--- src/rtl/onehot_span_decoder_pkg.sv ---
// Shared types for the priority-encoder back end: index width helper and the
// result word carried through the span decoder's FIFO.
package priority_pkg;
  // Struct fields are sized for the widest supported vector (WIDTH <= 256);
  // narrower instances use the low bits and leave the rest zero.
  localparam int IDX_W_MAX = 8;

  function automatic int idx_w(input int width);
    return $clog2(width);
  endfunction

  typedef struct packed {
    logic [IDX_W_MAX-1:0] left_idx;
    logic [IDX_W_MAX-1:0] right_idx;
    logic [IDX_W_MAX:0]   span;
    logic                 empty;
    logic                 onehot_err;
  } span_result_t;
endpackage

--- src/rtl/onehot_span_decoder_if.sv ---
// Input vectors from the encoder plus the ready/valid result bus.
interface onehot_span_decoder_if #(
  parameter int WIDTH      = 32,
  parameter int DROP_CNT_W = 8
);
  import priority_pkg::*;
  localparam int IDX_W = idx_w(WIDTH);

  logic                  data_val_i;
  logic [WIDTH-1:0]      data_left_i;
  logic [WIDTH-1:0]      data_right_i;
  logic                  data_ready_i;
  logic                  data_val_o;
  logic [IDX_W-1:0]      left_idx_o;
  logic [IDX_W-1:0]      right_idx_o;
  logic [IDX_W:0]        span_o;
  logic                  empty_o;
  logic                  onehot_err_o;
  logic                  overflow_o;
  logic [DROP_CNT_W-1:0] drop_cnt_o;

  modport slave (
    input  data_val_i, data_left_i, data_right_i, data_ready_i,
    output data_val_o, left_idx_o, right_idx_o, span_o, empty_o,
           onehot_err_o, overflow_o, drop_cnt_o
  );

  modport master (
    output data_val_i, data_left_i, data_right_i, data_ready_i,
    input  data_val_o, left_idx_o, right_idx_o, span_o, empty_o,
           onehot_err_o, overflow_o, drop_cnt_o
  );
endinterface

--- src/rtl/onehot_span_decoder_onehot_to_bin.sv ---
// One-hot to binary: index is the OR of set-bit positions; multi flags >1 bit set.
module onehot_to_bin
  import priority_pkg::*;
#(
  parameter int WIDTH = 32
) (
  input  logic [WIDTH-1:0]        vec,
  output logic [idx_w(WIDTH)-1:0] idx,
  output logic                    zero,
  output logic                    multi
);
  localparam int IDX_W = idx_w(WIDTH);

  logic seen;

  always_comb begin
    idx   = '0;
    seen  = 1'b0;
    multi = 1'b0;
    for (int i = 0; i < WIDTH; i++) begin
      if (vec[i]) begin
        multi = multi | seen;
        seen  = 1'b1;
        idx   = idx | IDX_W'(i);
      end
    end
  end

  assign zero = ~|vec;
endmodule

--- src/rtl/onehot_span_decoder.sv ---
// Registered one-hot decode and span calculation feeding a show-ahead result
// FIFO; results arriving at a full FIFO with no pop are dropped and counted.
module onehot_span_decoder
  import priority_pkg::*;
#(
  parameter int WIDTH      = 32,
  parameter int FIFO_DEPTH = 4,
  parameter int DROP_CNT_W = 8
) (
  input logic                  clk_i,
  input logic                  srst_i,
  onehot_span_decoder_if.slave bus
);
  localparam int IDX_W = idx_w(WIDTH);
  localparam int PTR_W = $clog2(FIFO_DEPTH);
  localparam int CNT_W = PTR_W + 1;

  logic [IDX_W-1:0] l_idx, r_idx;
  logic             l_zero, r_zero, l_multi, r_multi;

  onehot_to_bin #(.WIDTH(WIDTH)) u_left (
    .vec(bus.data_left_i), .idx(l_idx), .zero(l_zero), .multi(l_multi)
  );
  onehot_to_bin #(.WIDTH(WIDTH)) u_right (
    .vec(bus.data_right_i), .idx(r_idx), .zero(r_zero), .multi(r_multi)
  );

  span_result_t res;
  logic         inverted;

  always_comb begin
    res                      = '0;
    inverted                 = l_idx < r_idx;
    res.left_idx[IDX_W-1:0]  = l_idx;
    res.right_idx[IDX_W-1:0] = r_idx;
    res.empty                = l_zero & r_zero;
    res.onehot_err           = l_multi | r_multi | (l_zero ^ r_zero) | inverted;
    if (!res.empty && !inverted)
      res.span[IDX_W:0] = ({1'b0, l_idx} - {1'b0, r_idx}) + (IDX_W+1)'(1);
  end

  logic         s1_vld;
  span_result_t s1_res;

  always_ff @(posedge clk_i or posedge srst_i) begin
    if (srst_i) begin
      s1_vld <= 1'b0;
      s1_res <= '0;
    end else begin
      s1_vld <= bus.data_val_i;
      if (bus.data_val_i) s1_res <= res;
    end
  end

  span_result_t          mem [FIFO_DEPTH];
  logic [PTR_W-1:0]      wr_ptr, rd_ptr, rd_next;
  logic [CNT_W-1:0]      count, cnt_next;
  span_result_t          head_q, head_next;
  logic                  val_q, ovf_q;
  logic [DROP_CNT_W-1:0] drop_q;
  logic                  full, pop, push, drop;

  always_comb begin
    full     = count == CNT_W'(FIFO_DEPTH);
    pop      = val_q & bus.data_ready_i;
    push     = s1_vld & (~full | pop);
    drop     = s1_vld & full & ~pop;
    rd_next  = pop ? rd_ptr + PTR_W'(1) : rd_ptr;
    cnt_next = count;
    if (push && !pop)      cnt_next = count + CNT_W'(1);
    else if (!push && pop) cnt_next = count - CNT_W'(1);
    // Head register mirrors mem[rd_ptr]; bypass the write when the new head
    // is the word being pushed this cycle, otherwise hold the last value.
    head_next = head_q;
    if (cnt_next != '0)
      head_next = (push && wr_ptr == rd_next) ? s1_res : mem[rd_next];
  end

  always_ff @(posedge clk_i) begin
    if (push) mem[wr_ptr] <= s1_res;
  end

  always_ff @(posedge clk_i or posedge srst_i) begin
    if (srst_i) begin
      wr_ptr <= '0;
      rd_ptr <= '0;
      count  <= '0;
      head_q <= '0;
      val_q  <= 1'b0;
      ovf_q  <= 1'b0;
      drop_q <= '0;
    end else begin
      if (push) wr_ptr <= wr_ptr + PTR_W'(1);
      rd_ptr <= rd_next;
      count  <= cnt_next;
      head_q <= head_next;
      val_q  <= cnt_next != '0;
      if (drop) begin
        ovf_q <= 1'b1;
        if (drop_q != '1) drop_q <= drop_q + DROP_CNT_W'(1);
      end
    end
  end

  assign bus.data_val_o   = val_q;
  assign bus.left_idx_o   = head_q.left_idx[IDX_W-1:0];
  assign bus.right_idx_o  = head_q.right_idx[IDX_W-1:0];
  assign bus.span_o       = head_q.span[IDX_W:0];
  assign bus.empty_o      = head_q.empty;
  assign bus.onehot_err_o = head_q.onehot_err;
  assign bus.overflow_o   = ovf_q;
  assign bus.drop_cnt_o   = drop_q;

  generate
    if (IDX_W < IDX_W_MAX) begin : g_hi
      logic unused_hi;
      assign unused_hi = ^{head_q.left_idx[IDX_W_MAX-1:IDX_W],
                           head_q.right_idx[IDX_W_MAX-1:IDX_W],
                           head_q.span[IDX_W_MAX:IDX_W+1]};
    end
  endgenerate
endmodule

--- src/flat_wrapper.sv ---
// flat-port wrapper written by rule: the top's interface ports become plain ports
module onehot_span_decoder_flat import priority_pkg::*;
#(
  parameter int WIDTH      = 32,
  parameter int FIFO_DEPTH = 4,
  parameter int DROP_CNT_W = 8
)
  (clk_i, srst_i, bus_data_val_i, bus_data_left_i, bus_data_right_i, bus_data_ready_i, bus_data_val_o, bus_left_idx_o, bus_right_idx_o, bus_span_o, bus_empty_o, bus_onehot_err_o, bus_overflow_o, bus_drop_cnt_o);
  onehot_span_decoder_if #(.WIDTH(WIDTH), .DROP_CNT_W(DROP_CNT_W)) bus_i ();
  input logic clk_i;
  input logic srst_i;
  input wire logic [$bits(bus_i.data_val_i)-1:0] bus_data_val_i;
  input wire logic [$bits(bus_i.data_left_i)-1:0] bus_data_left_i;
  input wire logic [$bits(bus_i.data_right_i)-1:0] bus_data_right_i;
  input wire logic [$bits(bus_i.data_ready_i)-1:0] bus_data_ready_i;
  output wire logic [$bits(bus_i.data_val_o)-1:0] bus_data_val_o;
  output wire logic [$bits(bus_i.left_idx_o)-1:0] bus_left_idx_o;
  output wire logic [$bits(bus_i.right_idx_o)-1:0] bus_right_idx_o;
  output wire logic [$bits(bus_i.span_o)-1:0] bus_span_o;
  output wire logic [$bits(bus_i.empty_o)-1:0] bus_empty_o;
  output wire logic [$bits(bus_i.onehot_err_o)-1:0] bus_onehot_err_o;
  output wire logic [$bits(bus_i.overflow_o)-1:0] bus_overflow_o;
  output wire logic [$bits(bus_i.drop_cnt_o)-1:0] bus_drop_cnt_o;
  assign bus_i.data_val_i = bus_data_val_i;
  assign bus_i.data_left_i = bus_data_left_i;
  assign bus_i.data_right_i = bus_data_right_i;
  assign bus_i.data_ready_i = bus_data_ready_i;
  assign bus_data_val_o = bus_i.data_val_o;
  assign bus_left_idx_o = bus_i.left_idx_o;
  assign bus_right_idx_o = bus_i.right_idx_o;
  assign bus_span_o = bus_i.span_o;
  assign bus_empty_o = bus_i.empty_o;
  assign bus_onehot_err_o = bus_i.onehot_err_o;
  assign bus_overflow_o = bus_i.overflow_o;
  assign bus_drop_cnt_o = bus_i.drop_cnt_o;
  onehot_span_decoder #(.WIDTH(WIDTH), .FIFO_DEPTH(FIFO_DEPTH), .DROP_CNT_W(DROP_CNT_W)) u_core (.clk_i(clk_i), .srst_i(srst_i), .bus(bus_i));
endmodule
--- config.mk ---
export PLATFORM = sky130hd
export DESIGN_NAME = onehot_span_decoder_flat
export DESIGN_NICKNAME = d
export VERILOG_FILES = /design/src/rtl/onehot_span_decoder_pkg.sv /design/src/rtl/onehot_span_decoder_if.sv /design/src/rtl/onehot_span_decoder_onehot_to_bin.sv /design/src/rtl/onehot_span_decoder.sv /design/src/flat_wrapper.sv
export SDC_FILE = /design/constraint.sdc
export NUM_CORES = 1
export LEC_CHECK = 0
export ABC_CLOCK_PERIOD_IN_PS = 6300
export BUFFER_PORTS_ARGS = -buffer_cell sky130_fd_sc_hd__buf_2
export CAP_MARGIN = 15
export CORE_MARGIN = 4
export CORE_UTILIZATION = 50
export DETAILED_ROUTE_END_ITERATION = 12
export GPL_TIMING_DRIVEN = 0
export PLACE_DENSITY = 0.72
export REMOVE_ABC_BUFFERS = 1
export SETUP_SLACK_MARGIN = 0.4
export SLEW_MARGIN = 20
export SYNTH_ARGS = -nofsm -noshare
export SYNTH_HDL_FRONTEND = slang
export SYNTH_SLANG_ARGS = --single-unit
--- constraint.sdc ---
create_clock -name clk_i -period 6.3 [get_ports clk_i]
set_input_delay 0.63 -clock clk_i [delete_from_list [all_inputs] [get_ports clk_i]]
set_output_delay 0.63 -clock clk_i [all_outputs]
set_load 0.1 [all_outputs]
==> results of run 1 <==
registers in the layout (all words and copies together) (netlist names), 2 cells and up:
signal / cells
u_core.count: 3
u_core.wr_ptr: 2
u_core.rd_ptr: 2
u_core.bus.span_o: 6
u_core.mem: 72
u_core.bus.drop_cnt_o: 8
u_core.s1_res: 18
u_core.bus.right_idx_o: 5
u_core.bus.left_idx_o: 5
worst max-delay path, delay by kind of cell:
kind	cells	cell delay (ns)
buffers and inverters	2	0.18
adders and majority gates	2	0.63
and+or+nand+nor	4	1.72
AOI/OAI and AO/OA	2	0.38
metrics by stage:
stage	instances	setup slack (ns)	total power [mW]	cell area (sq um)	hold WS, ns
3_5_place_dp	725	2.75	2.42	6880	0.448
2_1_floorplan	480	1.98	2.03	6100	0.492
6_report	757	3.11	3.42	7500	0.317
4_1_cts	757	3.15	3.45	7500	0.362
5_1_grt	757	2.84	3.58	7500	0.375
3_3_place_gp	722	1.02	2.29	6760	0.449
cell families (layout without fill, tap and decap cells):
family	count (synthesis)	in the layout	share of synthesized area, %
adders and majority gates	25	25	5.20
xor gates and xnor gates	16	16	2.28
muxes	40	40	10.2
DFF	126	126	57.1
AOI/OAI and AO/OA	97	97	10.3
buffers and inverters	36	154	2.36
and+or+nand+nor	152	152	12.6
cell usage after synthesis, drive strengths merged (7+ instances only):
cell type | count | share of area [%]
edfxtp | 72 | 35
dfrtp | 54 | 22
nor2 | 47 | 2.9
o21ai | 32 | 2.6
nand2 | 26 | 1.6
inv | 24 | 1.5
nor4 | 21 | 2.3
ha | 20 | 4.1
a21oi | 18 | 1.5
mux2i | 18 | 2.9
mux4 | 18 | 6.6
nand3 | 15 | 1.2
nor3 | 13 | 1.2
a22o | 9 | 1.3
xor2 | 9 | 1.3
nand4 | 8 | 0.81
xnor2 | 7 | 1.0
layout make-up:
cell class / instances / area, sq um
timing repair buffer: 98 / 546
clock buffer: 17 / 425
multi-input combinational: 330 / 2550
fill: 947 / 4510
clock inverter: 15 / 195
sequential: 126 / 3510
inverter: 24 / 92.6
tap: 147 / 184
per-layer routing:
layer | global-route usage, % | share of wire (%) | vias up
li1 | - | - | 2096
met1 | 29.1 | 41 | 2245
met2 | 40.0 | 51 | 164
met3 | 5.22 | 5.0 | 33
met4 | 8.47 | 2.5 | 0
met5 | 0 | 0 | -
power by group:
group / internal, mW / total (mW) / switching [mW] / leakage [nW]
combinational: 0.407 / 1.32 / 0.915 / 1.37
sequential: 1.01 / 1.08 / 0.0700 / 1.16
clock: 0.659 / 1.01 / 0.355 / 0.283
how the worst max path moves through the flow:
| stage | cells after the start | endpoint | from |
|---|---|---|---|
| 2_1_floorplan | 6 | u_core.bus.empty_o | u_core.bus.data_val_o |
| 5_1_grt | 10 | u_core.s1_res[0] | bus_data_left_i[1] |
| 3_5_place_dp | 10 | u_core.s1_res[4] | bus_data_right_i[10] |
| 6_report | 10 | u_core.s1_res[4] | bus_data_right_i[10] |
| 3_3_place_gp | 7 | u_core.bus.empty_o | bus_data_ready_i |
| 4_1_cts | 10 | u_core.s1_res[4] | bus_data_right_i[10] |
==> impl_metrics.env, run 1 <==
export IMPL_status="completed"
export IMPL_max_slew_margin_pct=31.2
export IMPL_final_nets=687
export IMPL_place_gp_congestion=0.887
export IMPL_r2r_end="u_core.bus.span_o[3]"
export IMPL_core_sq_um=12000
export IMPL_ctsRootBufferMaster="clkbuf_16"
export IMPL_ant_nets=0
export IMPL_portBuffers=95
export IMPL_async_flop_share_pct=42.9
export IMPL_synth_edf_count=72
export IMPL_num_rows=40
export IMPL_final_cell_mix="95 x buf_2, 72 x edfxtp_1, 54 x dfrtp_1"
export IMPL_viasPerCell=5.99
export IMPL_die_area_sq_um=14200
export IMPL_overflow=0
export IMPL_min_period_ns=3.19
export IMPL_crit_type="input port to flip-flop"
export IMPL_ys_flop_type="edfxtp_1"
export IMPL_powerDensity_nw_per_um2=456
export IMPL_critPathMaxStageDelay_ns=0.75
export IMPL_utilization_pct=62.5
export IMPL_cts_tree="built"
export IMPL_maxCapViolations=0
export IMPL_post_route_period_util_pct=50.7
export IMPL_rsz0062_at_grt="no"
export IMPL_drc=0
export IMPL_avgSynthCellArea_sq_um=12.5
export IMPL_cp_arrival_ns=3.54
export IMPL_crit_required_ns=6.65
export IMPL_clk_pin_slew_ns=0.05
export IMPL_crit_slowest_cell="nor4_1"
export IMPL_drtIter0Drc=259
export IMPL_die_width_um=119
export IMPL_yosysSeqAreaShare_pct=57.1
export IMPL_numClockSinks=126
export IMPL_diodes=0
export IMPL_max_slew_worst_pin_slew_ns=1.03
export IMPL_ys_seq_elements=126
export IMPL_grt_pass1_vias=4814
export IMPL_dp_hpwl_mm=11.0
export IMPL_start_util_pct=51.3
export IMPL_tns_ns=0
export IMPL_syn_inst=492
export IMPL_hp_class="input port to async pin"
export IMPL_hold_viol=0
export IMPL_crit_chain="buf_2, nor4_1, nand3_1, nor3_1, ha_1, inv_1, fa_1, a21o_1, nor2_1, a22o_1"
export IMPL_die_h_um=119
export IMPL_final_common_cell="buf_2"
export IMPL_crit_path_max_fanout=6
export IMPL_p_leak_nw=2.81
export IMPL_drtPass1Iterations=4
export IMPL_grt_pass1_wl_mm=25.4
export IMPL_grt_antenna_before_repair=0
export IMPL_area_delta_synth_final_pct=21.9
export IMPL_grt_max_degree=55
export IMPL_end_kind="flip-flop"
export IMPL_clock_fmax_ghz=0.313
export IMPL_yosys_warnings=0
export IMPL_pin_count=96
export IMPL_setup_violations=0
export IMPL_timing_rr_start="u_core.count[1]"
export IMPL_clk_latency_ns=0.41
export IMPL_cts_htree_levels=4
export IMPL_grt_usage_pct=23.3
export IMPL_ir_drop_uv=210
export IMPL_ff2ff_path_depth=7
export IMPL_wire_per_inst_um=20.5
export IMPL_ctsResizeCount=0
export IMPL_synth_cell_types=56
export IMPL_clk_path_buf_depth=2
export IMPL_critPathLaunchType="input port"
export IMPL_cts_inserted_buffers=17
export IMPL_post_cts_buffers=0
export IMPL_fin_skew_ns=0.00574
export IMPL_via_count=4538
export IMPL_drive_gt1_share_pct=26.9
export IMPL_cts_hold_buf=0
export IMPL_drt_wl_total_mm=15.5
export IMPL_slew_violations=0
export IMPL_netlist_area_sq_um=6160
export IMPL_rrSetupSlack_ns=3.41
Power figures use the tool's default switching activity.
==> inputs of run 2 (changes only) <==
--- a/config.mk
+++ b/config.mk
@@ -5,14 +5,15 @@
 export SDC_FILE = /design/constraint.sdc
 export NUM_CORES = 1
 export LEC_CHECK = 0
-export ABC_CLOCK_PERIOD_IN_PS = 6300
+export ABC_AREA = 1
+export ABC_CLOCK_PERIOD_IN_PS = 3200
 export BUFFER_PORTS_ARGS = -buffer_cell sky130_fd_sc_hd__buf_2
 export CAP_MARGIN = 15
 export CORE_MARGIN = 4
 export CORE_UTILIZATION = 50
 export DETAILED_ROUTE_END_ITERATION = 12
 export GPL_TIMING_DRIVEN = 0
-export PLACE_DENSITY = 0.72
+export PLACE_DENSITY = 0.71
 export REMOVE_ABC_BUFFERS = 1
 export SETUP_SLACK_MARGIN = 0.4
 export SLEW_MARGIN = 20
==> constraint.sdc (replaced) <==
create_clock -name clk_i -period 3.2 [get_ports clk_i]
set_input_delay 0.32 -clock clk_i [delete_from_list [all_inputs] [get_ports clk_i]]
set_output_delay 0.32 -clock clk_i [all_outputs]
set_load 0.1 [all_outputs]
==> run 2 against run 1 <==
Utilization fell by 0.30 points. Worst setup slack worse by 2.6 ns. Flip-flop and latch count did not move. Synthesized area rose by 7.2%. Sequential share of layout area fell by 2.6 points. Critical endpoint is now u_core.s1_res[0].
==> impl_metrics.env, run 2 <==
export IMPL_slew_violations=0
export IMPL_cp_startpoint="bus_data_left_i[21]"
export IMPL_crit_required_ns=3.50
export IMPL_wire_per_inst_um=15.1
export IMPL_core_sq_um=12800
export IMPL_pin_count=96
export IMPL_powerDensity_nw_per_um2=914
export IMPL_max_slew_worst_pin_slew_ns=0.685
export IMPL_ir_drop_uv=494
export IMPL_max_slew_margin_pct=54.3
export IMPL_postLayoutCellArea_sq_um=7940
export IMPL_fin_cells=1028
export IMPL_utilization_pct=62.2
export IMPL_via_count=5463
export IMPL_critPathLaunchType="input port"
export IMPL_crit_path_max_fanout=4
export IMPL_grt_antenna_before_repair=0
export IMPL_place_gp_congestion=0.856
export IMPL_yosysSeqAreaShare_pct=53.2
export IMPL_die_width_um=123
export IMPL_syn_inst=735
export IMPL_end_kind="flip-flop"
export IMPL_ant_nets=0
export IMPL_portBuffers=95
export IMPL_synth_top_area_cell="edfxtp_1"
export IMPL_cts_htree_levels=4
export IMPL_p_leak_nw=3.53
export IMPL_setup_ws_ns=0.479
export IMPL_ys_top_cells_by_count="168 x nand2_1, 97 x nor2_1, 90 x inv_1"
export IMPL_viasPerCell=5.31
export IMPL_min_period_ns=2.72
export IMPL_post_route_period_util_pct=85.0
export IMPL_status="completed"
export IMPL_clock_fmax_ghz=0.367
export IMPL_yosys_warnings=0
export IMPL_clk_latency_ns=0.41
export IMPL_dp_hpwl_mm=10.9
export IMPL_cp_arrival_ns=3.02
export IMPL_top_register="u_core.mem"
export IMPL_grt_pass1_vias=5357
export IMPL_maxCapViolations=0
export IMPL_die_area_sq_um=15100
export IMPL_synthTopCellsByArea="edfxtp_1 33%, dfrtp_1 20%, nand2_1 9.6%"
export IMPL_clk_pin_slew_ns=0.05
export IMPL_diodes=0
export IMPL_grt_usage_pct=21.4
export IMPL_grt_pass1_wl_mm=25.3
export IMPL_cts_hold_buf=0
export IMPL_final_nets=933
export IMPL_final_cell_mix="167 x nand2_1, 95 x buf_2, 89 x nor2_1"
export IMPL_clk_path_buf_depth=2
export IMPL_synth_top_area_share_pct=32.8
export IMPL_crit_type="input port to flip-flop"
export IMPL_largest_reg_flops=72
export IMPL_tns_ns=0
export IMPL_numClockSinks=126
export IMPL_start_util_pct=51.7
export IMPL_timing_rr_start="u_core.bus.data_val_o"
export IMPL_drtPass1Iterations=7
export IMPL_overflow=0
export IMPL_drt_wl_total_mm=15.5
export IMPL_drive_gt1_share_pct=20.3
export IMPL_drtIter0Drc=317
export IMPL_dp_worst_setup_slack_ns=-0.543
export IMPL_ctsRootBufferMaster="clkbuf_16"
export IMPL_final_common_cell="nand2_1"
export IMPL_die_h_um=123
export IMPL_async_flop_share_pct=42.9
export IMPL_num_rows=41
export IMPL_drc=0
export IMPL_cts_tree="built"
export IMPL_area_delta_synth_final_pct=20.3
export IMPL_hold_viol=0
export IMPL_dp_cells=989
export IMPL_avgSynthCellArea_sq_um=8.98
export IMPL_synth_most_common_cell="nand2_1"
export IMPL_grt_max_degree=55
export IMPL_ys_seq_elements=126
export IMPL_setup_violations=0
export IMPL_synth_edf_count=72
export IMPL_ys_flop_type="edfxtp_1"
export IMPL_fin_skew_ns=0.00649
export IMPL_synth_cell_types=41
export IMPL_cts_inserted_buffers=17
export IMPL_hp_class="input port to async pin"
export IMPL_place_area_sq_um=7290
export IMPL_rsz0062_at_grt="yes"
export IMPL_netlist_area_sq_um=6600
==> run 2: logic make-up (layout without fill, tap and decap cells) <==
kind of cell | count (synthesis) | count (layout) | share of synthesized area (%)
muxes | 4 | 4 | 0.625
adders and majority gates | 22 | 22 | 4.40
buffers and inverters | 113 | 234 | 6.96
DFF | 126 | 126 | 53.2
AOI/OAI and AO/OA | 126 | 126 | 11.4
and+or+nand+nor | 329 | 329 | 21.4
xor gates and xnor gates | 15 | 15 | 1.99
==> run 2: routing by layer <==
layer	wire [um]	track usage [%]	vias up
met5	0	0	-
met4	352	7.63	0
met3	963	4.07	30
met2	7650	37.0	187
met1	6520	26.8	2574
li1	-	-	2672
==> run 2: critical path, stage by stage <==
cell	delay [ns]
buf_2	0.11
nor2_1	0.16
nand2_1	0.12
or4_1	0.61
ha_1	0.43
nand2_1	0.07
inv_1	0.05
nor2_1	0.03
o21ai_0	0.23
nor2_1	0.09
nor2_1	0.11
nand3_1	0.08
nor2_1	0.17
nand3_1	0.09
nor2_1	0.10
nand4_1	0.09
nor2_1	0.11
nor2_1	0.05
==> run 2: final cells by class <==
type,count,area (sq um)
fillers,1093,4830
repair buffers,108,611
flip-flops and latches,126,3510
repair inverters,1,7.51
well taps,172,215
clock inverters,8,66.3
clock buffers,24,472
multi-input cells,496,2700
inverters,93,355
==> run 2: final timing paths <==
path                                             end  cells past startpoint  slack (ns)
max                                 u_core.s1_res[0]                     18        0.48
min                             u_core.bus.span_o[5]                      2        0.02
min in group clk_i                     u_core.s1_vld                      1        0.22
min reg2reg                    u_core.bus.overflow_o                      2        0.46
max reg2reg                u_core.bus.right_idx_o[1]                     11        0.71
max in group asynchronous   u_core.bus.left_idx_o[0]                      2        2.71
==> run 2: report_power, final <==
group	internal [mW]	switching (mW)	leakage (nW)
clock	1.10	0.637	0.265
combinational	0.830	2.37	2.00
sequential	2.15	0.181	1.27
total	4.07	3.18	3.53
==> run 2: metrics by stage <==
step,hold WS (ns),power [mW]
after CTS,0.0504,7.26
after global routing,0.0678,7.66
after global placement,0.444,5.27
after floorplan,0.351,4.67
after detailed placement,0.449,5.48
final,0.0159,7.26
==> run 2: what timing repair did <==
| item | 4_1_cts | 5_1_grt |
|---|---|---|
| setup endpoints to repair | 20 | 20 |
| pin swaps | 0 | 4 |
| buffers inserted | 1 | 5 |
| resized for setup | 5 | 10 |
| gates cloned | 1 | 0 |
